## src/rtl/seven_bit_sub_pipe.sv

```systemverilog
// Two-stage 7-bit subtractor (A - B - Bin) with valid/ready flow control.
// Define SUB_OVF_EN to add the signed-overflow output Ovf and its pipeline register.
module seven_bit_sub_pipe (
    input  logic       clk,
    input  logic       rst,
    input  logic       in_valid,
    output logic       in_ready,
    input  logic [6:0] A,
    input  logic [6:0] B,
    input  logic       Bin,
    output logic       out_valid,
    input  logic       out_ready,
    output logic [6:0] Diff,
    output logic       Bout,
    output logic [7:0] txn_cnt
`ifdef SUB_OVF_EN
    ,
    output logic       Ovf
`endif
);

    // Handshake: a transfer happens on a rising edge where valid and ready are
    // both high; a producer holds its data until then and ready never waits on valid.

    logic       s1_valid_q, s1_valid_d;
    logic [4:0] s1_diff_lo_q, s1_diff_lo_d;
    logic       s1_borrow_q, s1_borrow_d;
    logic [1:0] s1_a_hi_q, s1_a_hi_d;
    logic [1:0] s1_b_hi_q, s1_b_hi_d;

    logic       s2_valid_q, s2_valid_d;
    logic [6:0] s2_diff_q, s2_diff_d;
    logic       s2_bout_q, s2_bout_d;
    logic [7:0] txn_cnt_q, txn_cnt_d;
`ifdef SUB_OVF_EN
    logic       s2_ovf_q, s2_ovf_d;
`endif

    logic       s2_advance;
    logic       in_fire;
    logic       s1_fire;
    logic       out_fire;
    logic [5:0] lo_sub;
    logic [2:0] hi_sub;

    assign s2_advance = !s2_valid_q || out_ready;
    assign in_ready   = !s1_valid_q || s2_advance;
    assign in_fire    = in_valid && in_ready;
    assign s1_fire    = s1_valid_q && s2_advance;
    assign out_fire   = s2_valid_q && out_ready;

    // Bit 5 of lo_sub / bit 2 of hi_sub is the borrow out of that chunk.
    assign lo_sub = {1'b0, A[4:0]} - {1'b0, B[4:0]} - {5'b0, Bin};
    assign hi_sub = {1'b0, s1_a_hi_q} - {1'b0, s1_b_hi_q} - {2'b0, s1_borrow_q};

    always_comb begin
        s1_valid_d   = s1_valid_q;
        s1_diff_lo_d = s1_diff_lo_q;
        s1_borrow_d  = s1_borrow_q;
        s1_a_hi_d    = s1_a_hi_q;
        s1_b_hi_d    = s1_b_hi_q;
        if (in_fire) begin
            s1_valid_d   = 1'b1;
            s1_diff_lo_d = lo_sub[4:0];
            s1_borrow_d  = lo_sub[5];
            s1_a_hi_d    = A[6:5];
            s1_b_hi_d    = B[6:5];
        end else if (s1_fire) begin
            s1_valid_d = 1'b0;
        end
    end

    always_comb begin
        s2_valid_d = s2_valid_q;
        s2_diff_d  = s2_diff_q;
        s2_bout_d  = s2_bout_q;
`ifdef SUB_OVF_EN
        s2_ovf_d   = s2_ovf_q;
`endif
        if (s2_advance) begin
            s2_valid_d = s1_valid_q;
            if (s1_valid_q) begin
                s2_diff_d = {hi_sub[1:0], s1_diff_lo_q};
                s2_bout_d = hi_sub[2];
`ifdef SUB_OVF_EN
                s2_ovf_d  = (s1_a_hi_q[1] != s1_b_hi_q[1]) && (hi_sub[1] != s1_a_hi_q[1]);
`endif
            end
        end
    end

    assign txn_cnt_d = out_fire ? txn_cnt_q + 8'd1 : txn_cnt_q;

    always_ff @(posedge clk) begin
        if (rst) begin
            s1_valid_q   <= 1'b0;
            s1_diff_lo_q <= 5'd0;
            s1_borrow_q  <= 1'b0;
            s1_a_hi_q    <= 2'd0;
            s1_b_hi_q    <= 2'd0;
            s2_valid_q   <= 1'b0;
            s2_diff_q    <= 7'd0;
            s2_bout_q    <= 1'b0;
            txn_cnt_q    <= 8'd0;
`ifdef SUB_OVF_EN
            s2_ovf_q     <= 1'b0;
`endif
        end else begin
            s1_valid_q   <= s1_valid_d;
            s1_diff_lo_q <= s1_diff_lo_d;
            s1_borrow_q  <= s1_borrow_d;
            s1_a_hi_q    <= s1_a_hi_d;
            s1_b_hi_q    <= s1_b_hi_d;
            s2_valid_q   <= s2_valid_d;
            s2_diff_q    <= s2_diff_d;
            s2_bout_q    <= s2_bout_d;
            txn_cnt_q    <= txn_cnt_d;
`ifdef SUB_OVF_EN
            s2_ovf_q     <= s2_ovf_d;
`endif
        end
    end

    assign out_valid = s2_valid_q;
    assign Diff      = s2_diff_q;
    assign Bout      = s2_bout_q;
    assign txn_cnt   = txn_cnt_q;
`ifdef SUB_OVF_EN
    assign Ovf       = s2_ovf_q;
`endif

endmodule

```

## config.mk

```make
export PLATFORM = sky130hd
export DESIGN_NAME = seven_bit_sub_pipe
export DESIGN_NICKNAME = d
export VERILOG_FILES = /design/src/rtl/seven_bit_sub_pipe.sv
export SDC_FILE = /design/constraint.sdc
export NUM_CORES = 1
export LEC_CHECK = 0
export CORE_ASPECT_RATIO = 0.75
export CORE_MARGIN = 4
export CORE_UTILIZATION = 45
export DETAILED_ROUTE_END_ITERATION = 12
export HOLD_SLACK_MARGIN = 0.02
export PLACE_DENSITY = 0.84
export SYNTH_ARGS = -nofsm -noshare
export SYNTH_HDL_FRONTEND = slang
export SYNTH_SLANG_ARGS = --single-unit
export TNS_END_PERCENT = 50
```

## constraint.sdc

```tcl
create_clock -name clk -period 2.2 [get_ports clk]
set_clock_uncertainty 0.15 [all_clocks]
set_input_delay 0.22 -clock clk [delete_from_list [all_inputs] [get_ports clk]]
set_output_delay 0.22 -clock clk [all_outputs]
set_load 0.01 [all_outputs]
```

==> results.cfg <==
[status]
status = complete, no violations

[routing]
dr.pass1.iters = 4
vias = 1169
ant_nets = 0
drc = 0
viasPerCell = 4.89
wl_per_cell_um = 11.5
wl_mm = 2.74
drtIter0Drc = 36

[global_route]
track_usage_pct = 14.9
grt_max_degree = 18
antenna_found_initial = 0
grt_pass1_wl_mm = 4.82
globalRouteOverflowTotal = 0
first_global_vias = 1120

[clock_tree]
cts_tree = built
clock-sinks = 28
cts-root-buf = clkbuf_8
clk-insertion-delay-late_ns = 0.27
cts_hold_buffers = 0
numCtsBuffers = 3
cts_buffer_depth = 2
cts.clk_slew.worst_paths_ns = 0.09
cts_max_level = 1

[critical_path]
worst-path-max-fanout = 2
crit_chain = clkdlybuf4s50_1 > inv_1 > fa_1 > fa_2 > nand2b_1 > a21oi_2 > xor2_1 > o21ai_0
critPathMaxStageDelay_ns = 0.45
critPathLaunchType = input port
cp.arrival_ns = 2.10
critical_path_class = in2reg
crit_slowest_cell = clkdlybuf4s50_1
end_kind = register
required_ns = 2.22

[final_layout]
drive_gt1_share_pct = 4.98
diodes = 0
layout_common_cells = clkdlybuf4s50_1 (36), dfxtp_1 (28), nand2_1 (24)
design_area_mm2 = 0.00184
n_fill_cell = 256
num-nets-final = 235
area_growth_pct = 32.0
final_common_cell = clkdlybuf4s50_1

[logic_synthesis]
synth_cell_types = 28
ys_ff_latch = 28
syn-num-nets = 197
synth_edf_count = 0
synth_area_leaders = dfxtp_1 (40%), ha_1 (8.1%), a21oi_1 (6.8%)
yosys.area.top_type = dfxtp_1
avgSynthCellArea_um2 = 8.45
synth_seq_area_share_pct = 40.2
yosys_warnings = 0
ys_async_sr_fraction_pct = 0
ys.flop_type = dfxtp_1
synth_top_area_share_pct = 40.2
synth_area_mm2 = 0.00139
netlist_instances = 165

[timing]
rsz0062_at_grt = no
hold_viol = 0
period_needed_ns = 2.08
timing.slew.headroom_pct = 71.4
fin_crit_sh_pct = 94.5
worst_slew_pin_slew_ns = 0.427
maxSlewViolCount = 0
setup_violations = 0
fmax_ghz = 0.481
worst_slack_ns = 0.122

[die]
initial_core_util_pct = 47.1
die_w_um = 72.3
core_mm2 = 0.00296
dieArea_mm2 = 0.00406
io_pins = 37
die_h_um = 56.2
rows = 17

[job]
maxCapViolCount = 0

[power]
intPower_uw = 766
irDropWorstVdd_uv = 384
p_leak_nw = 0.736
seq_power_share_pct = 53.5
p_sw_share_pct = 25.6
p_switching_uw = 263
clkPwrFrac_pct = 26.5
power.density_mw_per_mm2 = 559
combinationalPowerShare_pct = 20.0
finalPower_mw = 1.03

[min_path]
hold_class = reg2reg

[place]
globalplace.congestion = 0.760
port_buffers = 36
dp_slack_ns = -0.236
dp_hpwl_mm = 2.17
post_dp_cell_area_mm2 = 0.00179
## routing by layer
| layer | share of wire (%) | vias up | global-route usage (%) |
|---|---|---|---|
| met4 | 1.4 | 0 | 5.63 |
| li1 | - | 616 | - |
| met3 | 4.7 | 4 | 3.97 |
| met5 | 0 | - | 0 |
| met1 | 49 | 527 | 20.1 |
| met2 | 45 | 22 | 22.3 |
## critical path, delay by kind of cell
family                   cells  cell delay (ns)
adder cells (fa/ha/maj)      2             0.80
AND/OR/NAND/NOR              1             0.18
buffers and inverters        2             0.50
XOR/XNOR                     1             0.15
AO/OA/AOI/OAI                2             0.24
## final timing paths
kind	start	end	slack [ns]	cells past startpoint
max	B[0]	s1_diff_lo_q[4]$_SDFFE_PP0P_	0.12	8
min	Diff[5]$_SDFFE_PP0P_	Diff[5]$_SDFFE_PP0P_	0.31	2
max reg2reg	s1_borrow_q$_SDFFE_PP0P_	Diff[6]$_SDFFE_PP0P_	0.41	5
min reg2reg	Diff[5]$_SDFFE_PP0P_	Diff[5]$_SDFFE_PP0P_	0.31	2
## per-stage QoR
stage / cells / util [%] / setup TNS (ns) / hold slack, ns
after global routing: 239 / 62.3 / 0 / 0.336
after global placement: 236 / 60.6 / -0.501 / 0.296
after CTS: 239 / 62.0 / 0 / 0.314
final: 239 / 62.3 / 0 / 0.308
after detailed placement: 236 / 60.6 / -0.649 / 0.301
after floorplan: 165 / - / 0 / 0.199
## cells in the mapped netlist (2+ instances only)
| library cell | number |
|---|---|
| ha_1 | 9 |
| fa_1 | 4 |
| nand3b_1 | 2 |
| or3_1 | 3 |
| xnor2_1 | 5 |
| nand2_1 | 24 |
| nand3_1 | 11 |
| nor2_1 | 9 |
| a21oi_1 | 19 |
| a311oi_1 | 2 |
| nand2b_1 | 3 |
| inv_1 | 20 |
| xor2_1 | 4 |
| clkbuf_1 | 3 |
| dfxtp_1 | 28 |
| o21ai_0 | 7 |
## power by group through the flow
stage               clock network [mW]  registers, mW  logic [mW]
floorplan                            0          0.564       0.119
global placement                     0          0.563       0.199
detailed placement                   0          0.563       0.205
CTS                              0.281          0.551       0.206
global route                     0.301          0.556       0.236
finish                           0.273          0.551       0.206
## flip-flops by register name, summed over array words and instances (netlist names)
| signal | count |
|---|---|
| s1_borrow_q | 1 |
| txn_cnt | 8 |
| Bout | 1 |
| s1_valid_q | 1 |
| s1_b_hi_q | 2 |
| s1_diff_lo_q | 5 |
| s1_a_hi_q | 2 |
| Diff | 7 |
| out_valid | 1 |
## logic make-up after synthesis
| family | share of synthesized area, % |
|---|---|
| simple gates | 20.9 |
| compound gates | 11.8 |
| flops | 40.2 |
| buf+inv | 7.63 |
| fa+ha+maj | 13.8 |
| xor+xnor | 5.65 |
## final cells by class
| type | count | area, µm² | share of cell area, % |
|---|---|---|---|
| repair buffers | 39 | 383 | 20.8 |
| multi-input cells | 111 | 733 | 39.8 |
| clock buffers | 3 | 41.3 | 2.24 |
| well taps | 38 | 47.5 | 2.58 |
| flip-flops and latches | 28 | 561 | 30.5 |
| inverters | 20 | 75.1 | 4.08 |
## repair_timing
action	4_1_cts	5_1_grt
setup endpoints to repair	0	2
resized for setup	0	3
setup buffers	0	0
No activity file was read; power rests on OpenSTA's default activity.
